==> src/rtl/control_unit.sv <==
// Multicycle sequencer: fetch via the shared bus mux, decode IR, step datapath strobes.
// Latency: 4 cycles (MV/MVI/MVT/MVNZ/invalid), 5 (ST), 6 (ADD/SUB/LD) from Run to Done.
// Backpressure: none; CU_Run is sampled only in F0, and an instruction always runs to completion.
// Optional feature macro: CONTROL_UNIT_MVNZ_EN enables opcode 0111 as MVNZ (conditional move on G != 0).
module control_unit (
  input  logic        Clock,
  input  logic        Reset,
  input  logic        CU_Run,
  input  logic [16:0] CU_IR,
  input  logic        CU_G_nz,
  output logic [3:0]  CU_MUX_select,
  output logic [7:0]  CU_R_in,
  output logic        CU_IR_in,
  output logic        CU_A_in,
  output logic        CU_G_in,
  output logic        CU_AddSub,
  output logic        CU_ADDR_in,
  output logic        CU_DOUT_in,
  output logic        CU_W_D,
  output logic        CU_PC_incr,
  output logic        CU_Done
);

  typedef enum logic [2:0] {
    S_F0 = 3'd0,
    S_F1 = 3'd1,
    S_F2 = 3'd2,
    S_E1 = 3'd3,
    S_E2 = 3'd4,
    S_E3 = 3'd5
  } state_t;

  localparam logic [3:0] SEL_NONE = 4'b0000;
  localparam logic [3:0] SEL_RX   = 4'b0001;
  localparam logic [3:0] SEL_RY   = 4'b0010;
  localparam logic [3:0] SEL_CNT  = 4'b0011;
  localparam logic [3:0] SEL_IMM  = 4'b0100;
  localparam logic [3:0] SEL_IMMT = 4'b0101;
  localparam logic [3:0] SEL_G    = 4'b0110;
  localparam logic [3:0] SEL_DIN  = 4'b0111;

  localparam logic [3:0] OP_MV   = 4'b0000;
  localparam logic [3:0] OP_MVI  = 4'b0001;
  localparam logic [3:0] OP_MVT  = 4'b0010;
  localparam logic [3:0] OP_ADD  = 4'b0011;
  localparam logic [3:0] OP_SUB  = 4'b0100;
  localparam logic [3:0] OP_LD   = 4'b0101;
  localparam logic [3:0] OP_ST   = 4'b0110;
`ifdef CONTROL_UNIT_MVNZ_EN
  localparam logic [3:0] OP_MVNZ = 4'b0111;
`endif

  state_t      r_state;
  logic [3:0]  w_opcode;
  logic [7:0]  w_rx_onehot;
  logic [7:0]  w_unused_bits;

  assign w_opcode    = CU_IR[16:13];
  assign w_rx_onehot = 8'b0000_0001 << CU_IR[12:10];
  // IR bits [9:3] feed only the datapath immediate; G_nz matters only with MVNZ enabled.
  assign w_unused_bits = {CU_IR[9:3], CU_G_nz};

  // Output decode from state and IR; everything is forced low while reset is held.
  always_comb begin
    CU_MUX_select = SEL_NONE;
    CU_R_in       = 8'b0;
    CU_IR_in      = 1'b0;
    CU_A_in       = 1'b0;
    CU_G_in       = 1'b0;
    CU_AddSub     = 1'b0;
    CU_ADDR_in    = 1'b0;
    CU_DOUT_in    = 1'b0;
    CU_W_D        = 1'b0;
    CU_PC_incr    = 1'b0;
    CU_Done       = 1'b0;
    if (!Reset) begin
      case (r_state)
        S_F0: begin
          if (CU_Run) begin
            CU_MUX_select = SEL_CNT;
            CU_ADDR_in    = 1'b1;
          end
        end
        S_F1: CU_PC_incr = 1'b1;
        S_F2: begin
          CU_MUX_select = SEL_DIN;
          CU_IR_in      = 1'b1;
        end
        S_E1: begin
          case (w_opcode)
            OP_MV: begin
              CU_MUX_select = SEL_RY;
              CU_R_in       = w_rx_onehot;
              CU_Done       = 1'b1;
            end
            OP_MVI: begin
              CU_MUX_select = SEL_IMM;
              CU_R_in       = w_rx_onehot;
              CU_Done       = 1'b1;
            end
            OP_MVT: begin
              CU_MUX_select = SEL_IMMT;
              CU_R_in       = w_rx_onehot;
              CU_Done       = 1'b1;
            end
            OP_ADD, OP_SUB: begin
              CU_MUX_select = SEL_RX;
              CU_A_in       = 1'b1;
            end
            OP_LD, OP_ST: begin
              CU_MUX_select = SEL_RY;
              CU_ADDR_in    = 1'b1;
            end
`ifdef CONTROL_UNIT_MVNZ_EN
            OP_MVNZ: begin
              CU_Done = 1'b1;
              if (CU_G_nz) begin
                CU_MUX_select = SEL_RY;
                CU_R_in       = w_rx_onehot;
              end
            end
`endif
            default: CU_Done = 1'b1;
          endcase
        end
        S_E2: begin
          case (w_opcode)
            OP_ADD, OP_SUB: begin
              CU_MUX_select = SEL_RY;
              CU_G_in       = 1'b1;
              CU_AddSub     = (w_opcode == OP_SUB);
            end
            OP_ST: begin
              CU_MUX_select = SEL_RX;
              CU_DOUT_in    = 1'b1;
              CU_W_D        = 1'b1;
              CU_Done       = 1'b1;
            end
            default: ;
          endcase
        end
        S_E3: begin
          CU_R_in = w_rx_onehot;
          CU_Done = 1'b1;
          if (w_opcode == OP_LD) CU_MUX_select = SEL_DIN;
          else                   CU_MUX_select = SEL_G;
        end
        default: ;
      endcase
    end
  end

  // State sequencing: any cycle that signals Done returns to F0 for the next fetch.
  always_ff @(posedge Clock or posedge Reset) begin
    if (Reset) begin
      r_state <= S_F0;
    end else begin
      case (r_state)
        S_F0:    if (CU_Run) r_state <= S_F1;
        S_F1:    r_state <= S_F2;
        S_F2:    r_state <= S_E1;
        S_E1:    r_state <= CU_Done ? S_F0 : S_E2;
        S_E2:    r_state <= CU_Done ? S_F0 : S_E3;
        S_E3:    r_state <= S_F0;
        default: r_state <= S_F0;
      endcase
    end
  end

endmodule

==> config.mk <==
export PLATFORM = sky130hd
export DESIGN_NAME = control_unit
export DESIGN_NICKNAME = d
export VERILOG_FILES = /design/src/rtl/control_unit.sv
export SDC_FILE = /design/constraint.sdc
export NUM_CORES = 1
export LEC_CHECK = 0
export ABC_AREA = 1
export CAP_MARGIN = 0
export CORE_AREA = 2 2 42 44
export DETAILED_ROUTE_END_ITERATION = 8
export DIE_AREA = 0 0 44 46
export MAX_ROUTING_LAYER = met4
export PLACE_DENSITY = 0.81
export RECOVER_POWER = 50
export REMOVE_ABC_BUFFERS = 1
export SYNTH_ARGS = -nofsm -noshare
export SYNTH_HDL_FRONTEND = slang
export SYNTH_SLANG_ARGS = --single-unit
==> constraint.sdc <==
create_clock -name Clock -period 2.9 [get_ports Clock]
set_input_delay 0.58 -clock Clock [delete_from_list [all_inputs] [get_ports Clock]]
set_output_delay 0.58 -clock Clock [all_outputs]
set_load 0.05 [all_outputs]
==> results of run 1 <==
[routing by layer]
layer | GRT usage (%) | wire length (um) | vias up | part of all wire (%)
met3 | 5.952 | 139 | 3 | 8.0
met4 | 5.455 | 12 | 0 | 0.69
li1 | - | - | 371 | -
met1 | 22.07 | 675 | 340 | 39
met2 | 34.41 | 902 | 42 | 52
met5 | - | 0 | - | 0
[cell type report]
type                            instances  area (um^2)  share of cell area, %
Multi-Input combinational cell         76        346.6                  36.64
Clock buffer                            4        26.28                  2.778
Inverter                               20        75.07                  7.937
Sequential cell                         3        75.07                  7.937
Tap cell                               17        21.27                  2.249
Timing Repair Buffer                   30        401.6                  42.46
[power by group through the flow]
stage | sequential, mW | combinational (mW) | clock (mW)
floorplan | 0.0837 | 0.270 | 0
global placement | 0.0872 | 0.418 | 0
detailed placement | 0.0919 | 0.427 | 0
CTS | 0.0915 | 0.433 | 0.0787
global route | 0.0966 | 0.456 | 0.0803
finish | 0.0933 | 0.419 | 0.0766
[cell usage in the layout, fill, tap and decap left out]
| master | n |
|---|---|
| conb_1 | 1 |
| a31oi_2 | 1 |
| dlymetal6s2s_1 | 2 |
| nand2_2 | 1 |
| dlygate4sd3_1 | 1 |
| a21oi_1 | 3 |
| ha_1 | 1 |
| inv_1 | 20 |
| o21ai_0 | 3 |
| dfrtp_1 | 3 |
| clkbuf_1 | 6 |
| nor3_1 | 3 |
| nor2_2 | 1 |
| clkdlybuf4s50_1 | 8 |
| nand3_1 | 3 |
| clkbuf_4 | 3 |
| buf_12 | 13 |
| nand3_2 | 2 |
| buf_4 | 1 |
| nor2_1 | 26 |
| a211oi_1 | 1 |
| nand2_1 | 28 |
| a31oi_1 | 1 |
| a41oi_1 | 1 |
[worst paths after layout]
kind	startpoint	slack, ps	cells past startpoint	endpoint
hold reg to reg	r_state[2]	640	1	r_state[1]
hold / removal	r_state[2]	640	1	r_state[1]
min in group asynchronous	Reset	730	2	r_state[1]
setup reg to reg	r_state[1]	1460	8	r_state[2]
max in group asynchronous	Reset	1960	2	r_state[2]
setup / recovery	CU_IR[14]	210	9	CU_MUX_select[1]
[critical path: cells and delay by family]
family | cells | cell delay, ps
AOI/OAI and AO/OA | 2 | 400
and+or+nand+nor | 3 | 240
buffers and inverters | 4 | 880
[logic make-up (layout without fill, tap and decap cells)]
group,Yosys count,after routing,share of synthesized area [%]
other cells,1,1,0.7419
compound gates,10,10,11.63
flops,3,3,14.85
fa+ha+maj,1,1,2.475
simple gates,64,64,52.47
buf+inv,22,54,17.82
[stage by stage]
| step | utilization (%) | std cells | hold WS [ps] |
|---|---|---|---|
| 6_report | 58.60 | 150 | 644.3 |
| 2_1_floorplan | - | 99 | 366.0 |
| 3_3_place_gp | 61.01 | 146 | 604.9 |
| 3_5_place_dp | 61.01 | 146 | 618.8 |
| 4_1_cts | 62.64 | 150 | 594.8 |
| 5_1_grt | 58.60 | 150 | 672.8 |
[what timing repair did]
| action | 4_1_cts | 5_1_grt |
|---|---|---|
| endpoints found under the setup margin | 0 | 1 |
| resized for setup | 0 | 1 |
| buffers inserted | 0 | 0 |
==> results.md, run 1 <==
* Setup tns final at 0 ps
* Sequential area share after synthesis at between 10% and 20%
* Peak supply drop at 0.0004501 V
* Synth area leader: nand2_1
* Chip Width at between 40 and 50 um
* Worst-path fanout max at 4
* Routed vias at approximately 760
* CTS Hold Bufs at 0
* Filler Cell Count at 153
* Die ar. at 0.002024 mm^2
* Clock tree sinks at 3
* Regs by FF count: r_state: 3 flops
* Final setup vio count at 0
* CTS H-tree lvls at 1
* Area growth syn-to-layout at 87.13%
* Fraction of layout instances using a drive strength above 1 at between 10% and 20%
* Port bufs at 29
* Worst Skew at about 1.2 ps
* Crit-path cells: clkdlybuf4s50_1 > inv_1 > nand2_1 > nand2_1 > nand2_1 > o21ai_0 > inv_1 > a31oi_2 > buf_12
* Mean Syn Cell Area at 5.005 um^2
* Crit Path Class: in -> out
* Grt ovf at 0
* Pwr Density at 622.9 mW/mm^2
* Switch share at 56.11%
* Crit share post-route at 92.63%
* GP Congestion at about 0.9
* Prevailing post-synth register cell: dfrtp_1
* Leak Pwr at between 0.4 and 0.5 nW
* Crit-path max cell delay at 470 ps
* Yosys warns at 0
* FP Rows at 15
* Largest reg by FF count: r_state
* Placed Area at 984.7 um^2
* CP most frequent cell: nand2_1
* ANT cells at 0
* Post-DP HPWL at 1.372 mm
* Core ar. at approximately 0.0016 mm^2
* Slew @ Worst Pin at 603.5 ps
* Sw Pwr at 0.3306 mW
* Clk network pwr share at between 10% and 20%
* Max_cap viols at 0
* Synthesis-stage register bit count at 3
* Crit path required time at about 2300 ps
* Top post-synthesis cells by area: nand2_1, nor2_1, dfrtp_1
* Power Total at 0.5892 mW
* Highest Clock Rate at 0.3723 GHz
* Vias per cell at 5.040
* Max-slew headroom at about 60%
* Shortest period the worst path allows at 2686 ps
* Syn Inst Count at between 100 and 150
* CTS tree: built
* Post-synth cell types at 17
* Status: complete, no violations
* Total CTS buffers at 3
* Final Instance Area at 945.9 um^2
* Fin nets at 156
* Setup crit end kind: output pin
* Share of total power in combinational logic at 71.2%
* Arrival @ worst endpoint at between 2000 and 2500 ps
* Mapped cell area at 505.5 um^2
* Sequential Power Share at 15.8%
* Unrepaired setup endpoints after global routing: no
* Number of global-route vias before repair at between 700 and 800
* Worst setup margin at 213.7 ps
* Gr usage total at 19.86%
* Largest register FFs at 3
* Antenna Nets Post-Route at 0
* Clock buffer depth at 2
* Final Max Tran Viols at 0
* Drc violations at 0
* Wire length per cell at between 10 and 15 um
* Critical-path cell with the highest stage delay: clkdlybuf4s50_1
* DRT Pass-1 Iters at 5
* Yosys top cell area share at approximately a fifth
* CP startpoint kind: input port
* Hold/Removal Path Class: reg -> reg
* Starting DRT DRC Count at 50
* Final wirelength at 1.730 mm
* Clock Latency Late Sink at between 200 and 250 ps
* Initial core utilization at 31.32%
* Clk slew on worst S/H paths at 40 ps
* Count leader, synth: nand2_1
* Initial antenna violation count at 0
* Post-synth EDFFs at 0
* Final Hold Viols at 0
* Die height at 46 um
* Setup Slack @ Placement at ~190 ps
* First-pass GRT wire length at between 2 and 3 mm
* Post-synth ARST share at 100.0%
* Largest net degree at the start of global routing at 9
* Power Internal at between 0.2 and 0.3 mW
* Most common library cells after synthesis: nand2_1, nor2_1, inv_1
* Ports at 42
* Clock root buffer: clkbuf_4
Power figures use the tool's default switching activity.
==> inputs of run 2 (changes only) <==
--- a/config.mk
+++ b/config.mk
@@ -14,6 +14,7 @@
 export PLACE_DENSITY = 0.81
 export RECOVER_POWER = 50
 export REMOVE_ABC_BUFFERS = 1
+export SKIP_CTS_REPAIR_TIMING = 1
 export SYNTH_ARGS = -nofsm -noshare
 export SYNTH_HDL_FRONTEND = slang
 export SYNTH_SLANG_ARGS = --single-unit
==> constraint.sdc (replaced) <==
create_clock -name Clock -period 2.9 [get_ports Clock]
set_input_delay 0.29 -clock Clock [delete_from_list [all_inputs] [get_ports Clock]]
set_output_delay 0.29 -clock Clock [all_outputs]
set_load 0.05 [all_outputs]
==> run 2 against run 1 <==
Against the previous run: via count fell by 5.3%; sequential share of layout area rose by 1.3 points; critical path depth down 1; cell count down 0.67%; critical endpoint is now CU_R_in[7].
==> results.md, run 2 (same netlist as run 1, synthesis figures left out) <==
* Status: complete, no violations (unchanged)
* Number of global-route vias before repair at 633 (was 706)
* ANT cells at 0 (unchanged)
* Arrival @ worst endpoint at 2390 ps (was 2110 ps)
* Grt ovf at 0 (unchanged)
* Crit path required time at 2610 ps (was 2320 ps)
* Final wirelength at 1.549 mm (was 1.730 mm)
* Final setup vio count at 0 (unchanged)
* Commonest cells after routing, fill and taps aside: nand2_1, nor2_1, inv_1, clkdlybuf4s50_1, dlygate4sd3_1 (was nand2_1, nor2_1, inv_1)
* Setup crit end kind: output pin (unchanged)
* CP Launch Point: r_state[2] (was CU_IR[14])
* Max-slew headroom at 59.55% (was 59.94%)
* Gr usage total at 17.50% (was 19.86%)
* CP startpoint kind: register (was input port)
* Routed vias at 716 (was 756)
* Wire length per cell at 10.40 um (was 11.53 um)
* Worst reg-to-reg path cell count at 8 (unchanged)
* Util after Layout at 50.16% (was 58.60%)
* Shortest period the worst path allows at 2676 ps (was 2686 ps)
* Regs by FF count: r_state: 3 flops (unchanged)
* Worst-path fanout max at 8 (was 4)
* Setup tns final at 0 ps (unchanged)
* Initial antenna violation count at 0 (unchanged)
* Chip Width at 44 um (unchanged)
* Hold/Removal Path Class: in -> async (was reg -> reg)
* Post-DP HPWL at 1.271 mm (was 1.372 mm)
* Initial core utilization at 31.32% (unchanged)
* First-pass GRT wire length at 2.573 mm (was 2.877 mm)
* Ports at 42 (unchanged)
* Drc violations at 0 (unchanged)
* Die height at 46 um (unchanged)
* Port bufs at 29 (unchanged)
* Fin Hold WS at 556.6 ps (was 644.3 ps)
* Clk slew on worst S/H paths at 40 ps (about the same)
* Worst Skew at 2.070 ps (was 1.164 ps)
* Reg-to-reg slack, setup at 1560 ps (was 1460 ps)
* Crit share post-route at 92.27% (was 92.63%)
* Clock tree sinks at 3 (unchanged)
* Total CTS buffers at 3 (unchanged)
* Largest reg by FF count: r_state (unchanged)
* Final Hold Viols at 0 (unchanged)
* Cells after DPL at 145 (was 146)
* CTS tree: built (unchanged)
* CTS H-tree lvls at 1 (unchanged)
* DRT Pass-1 Iters at 4 (was 5)
* Unrepaired setup endpoints after global routing: no (unchanged)
* R2R Path Start: r_state[1] (unchanged)
* Area growth syn-to-layout at 60.15% (was 87.13%)
* Core ar. at 0.001614 mm^2 (unchanged)
* Final Instance Area at 809.5 um^2 (was 945.9 um^2)
* Largest register FFs at 3 (unchanged)
* Worst Setup EP: CU_R_in[7] (was CU_MUX_select[1])
* Crit Path Class: reg -> out (was in -> out)
* FP Rows at 15 (unchanged)
* Antenna Nets Post-Route at 0 (unchanged)
* Commonest non-fill, non-tap cell in the layout: nand2_1 (unchanged)
* Largest net degree at the start of global routing at 9 (unchanged)
* Leak Pwr at 0.4121 nW (was 0.4988 nW)
* Highest Clock Rate at 0.3737 GHz (was 0.3723 GHz)
* Placed Area at 794.5 um^2 (was 984.7 um^2)
* Fraction of layout instances using a drive strength above 1 at 5.303% (was 16.54%)
* Final Max Tran Viols at 0 (unchanged)
* Slew @ Worst Pin at 609.4 ps (was 603.5 ps)
* Clock root buffer: clkbuf_4 (unchanged)
* GP Congestion at 0.8220 (was 0.8843)
* Clock buffer depth at 2 (unchanged)
* Vias per cell at 4.805 (was 5.040)
* Starting DRT DRC Count at 24 (was 50)
* Fin nets at 155 (was 156)
* Count of non-filler cells in the finished layout at 149 (was 150)
* Pwr Density at 647.1 mW/mm^2 (was 622.9 mW/mm^2)
* Filler Cell Count at 188 (was 153)
* Max_cap viols at 0 (unchanged)
* Reg2reg end: r_state[2] (unchanged)
* Peak supply drop at 0.0005234 V (was 0.0004501 V)
* Clock Latency Late Sink at 240 ps (about the same)
* Die ar. at 0.002024 mm^2 (unchanged)
[run 2: power by group]
| group | switching (mW) | internal (mW) |
|---|---|---|
| clock | 0.0230 | 0.0517 |
| combinational | 0.252 | 0.105 |
| sequential | 0.0302 | 0.0618 |
[run 2: how the worst min path moves through the flow]
stage,from,endpoint,slack (ps),depth (start not counted)
finish,Reset,r_state[0],560,2
global route,Reset,r_state[1],580,2
CTS,Reset,r_state[0],460,2
detailed placement,r_state[2],r_state[1],620,1
global placement,r_state[2],r_state[1],610,1
floorplan,Reset,r_state[0],80,1
[run 2: layout make-up]
| cell class | count | area, um^2 | share of cell area [%] |
|---|---|---|---|
| multi-input cells | 76 | 340.3 | 42.04 |
| repair buffers | 29 | 271.5 | 33.54 |
| flip-flops and latches | 3 | 75.07 | 9.274 |
| inverters | 20 | 75.07 | 9.274 |
| clock buffers | 4 | 26.28 | 3.246 |
| well taps | 17 | 21.27 | 2.628 |
[run 2: per-stage QoR]
stage,setup WS (ps),power [mW]
finish,224.3,0.5239
global placement,339.4,0.4502
global route,50.18,0.5727
CTS,220.5,0.5382
floorplan,490.2,0.3532
detailed placement,301.5,0.4587
[run 2: worst max-delay path, cell delays in order (launching register included)]
cell	delay, ps
dfrtp_1	450
inv_1	90
nand3_2	140
nor2_2	170
nand2_1	90
nand2_2	70
nand3_2	100
a211oi_1	200
clkdlybuf4s50_1	840
[run 2: per-layer routing]
metal	share of wire, %	wire [um]	vias up	GRT usage [%]
met5	0	0	-	-
met4	0	0	0	1.818
met3	9.6	148	0	6.349
met2	47	728	36	28.24
met1	43	672	311	21.60
li1	-	-	369	-
==> inputs of run 3 (changes only) <==
--- a/config.mk
+++ b/config.mk
@@ -8,6 +8,7 @@
 export ABC_AREA = 1
 export CAP_MARGIN = 0
 export CORE_AREA = 2 2 42 44
+export CTS_CLUSTER_DIAMETER = 50
 export DETAILED_ROUTE_END_ITERATION = 8
 export DIE_AREA = 0 0 44 46
 export MAX_ROUTING_LAYER = met4
==> results of run 3 <==
Final layout, timing and power as in run 2 (identical DEF).
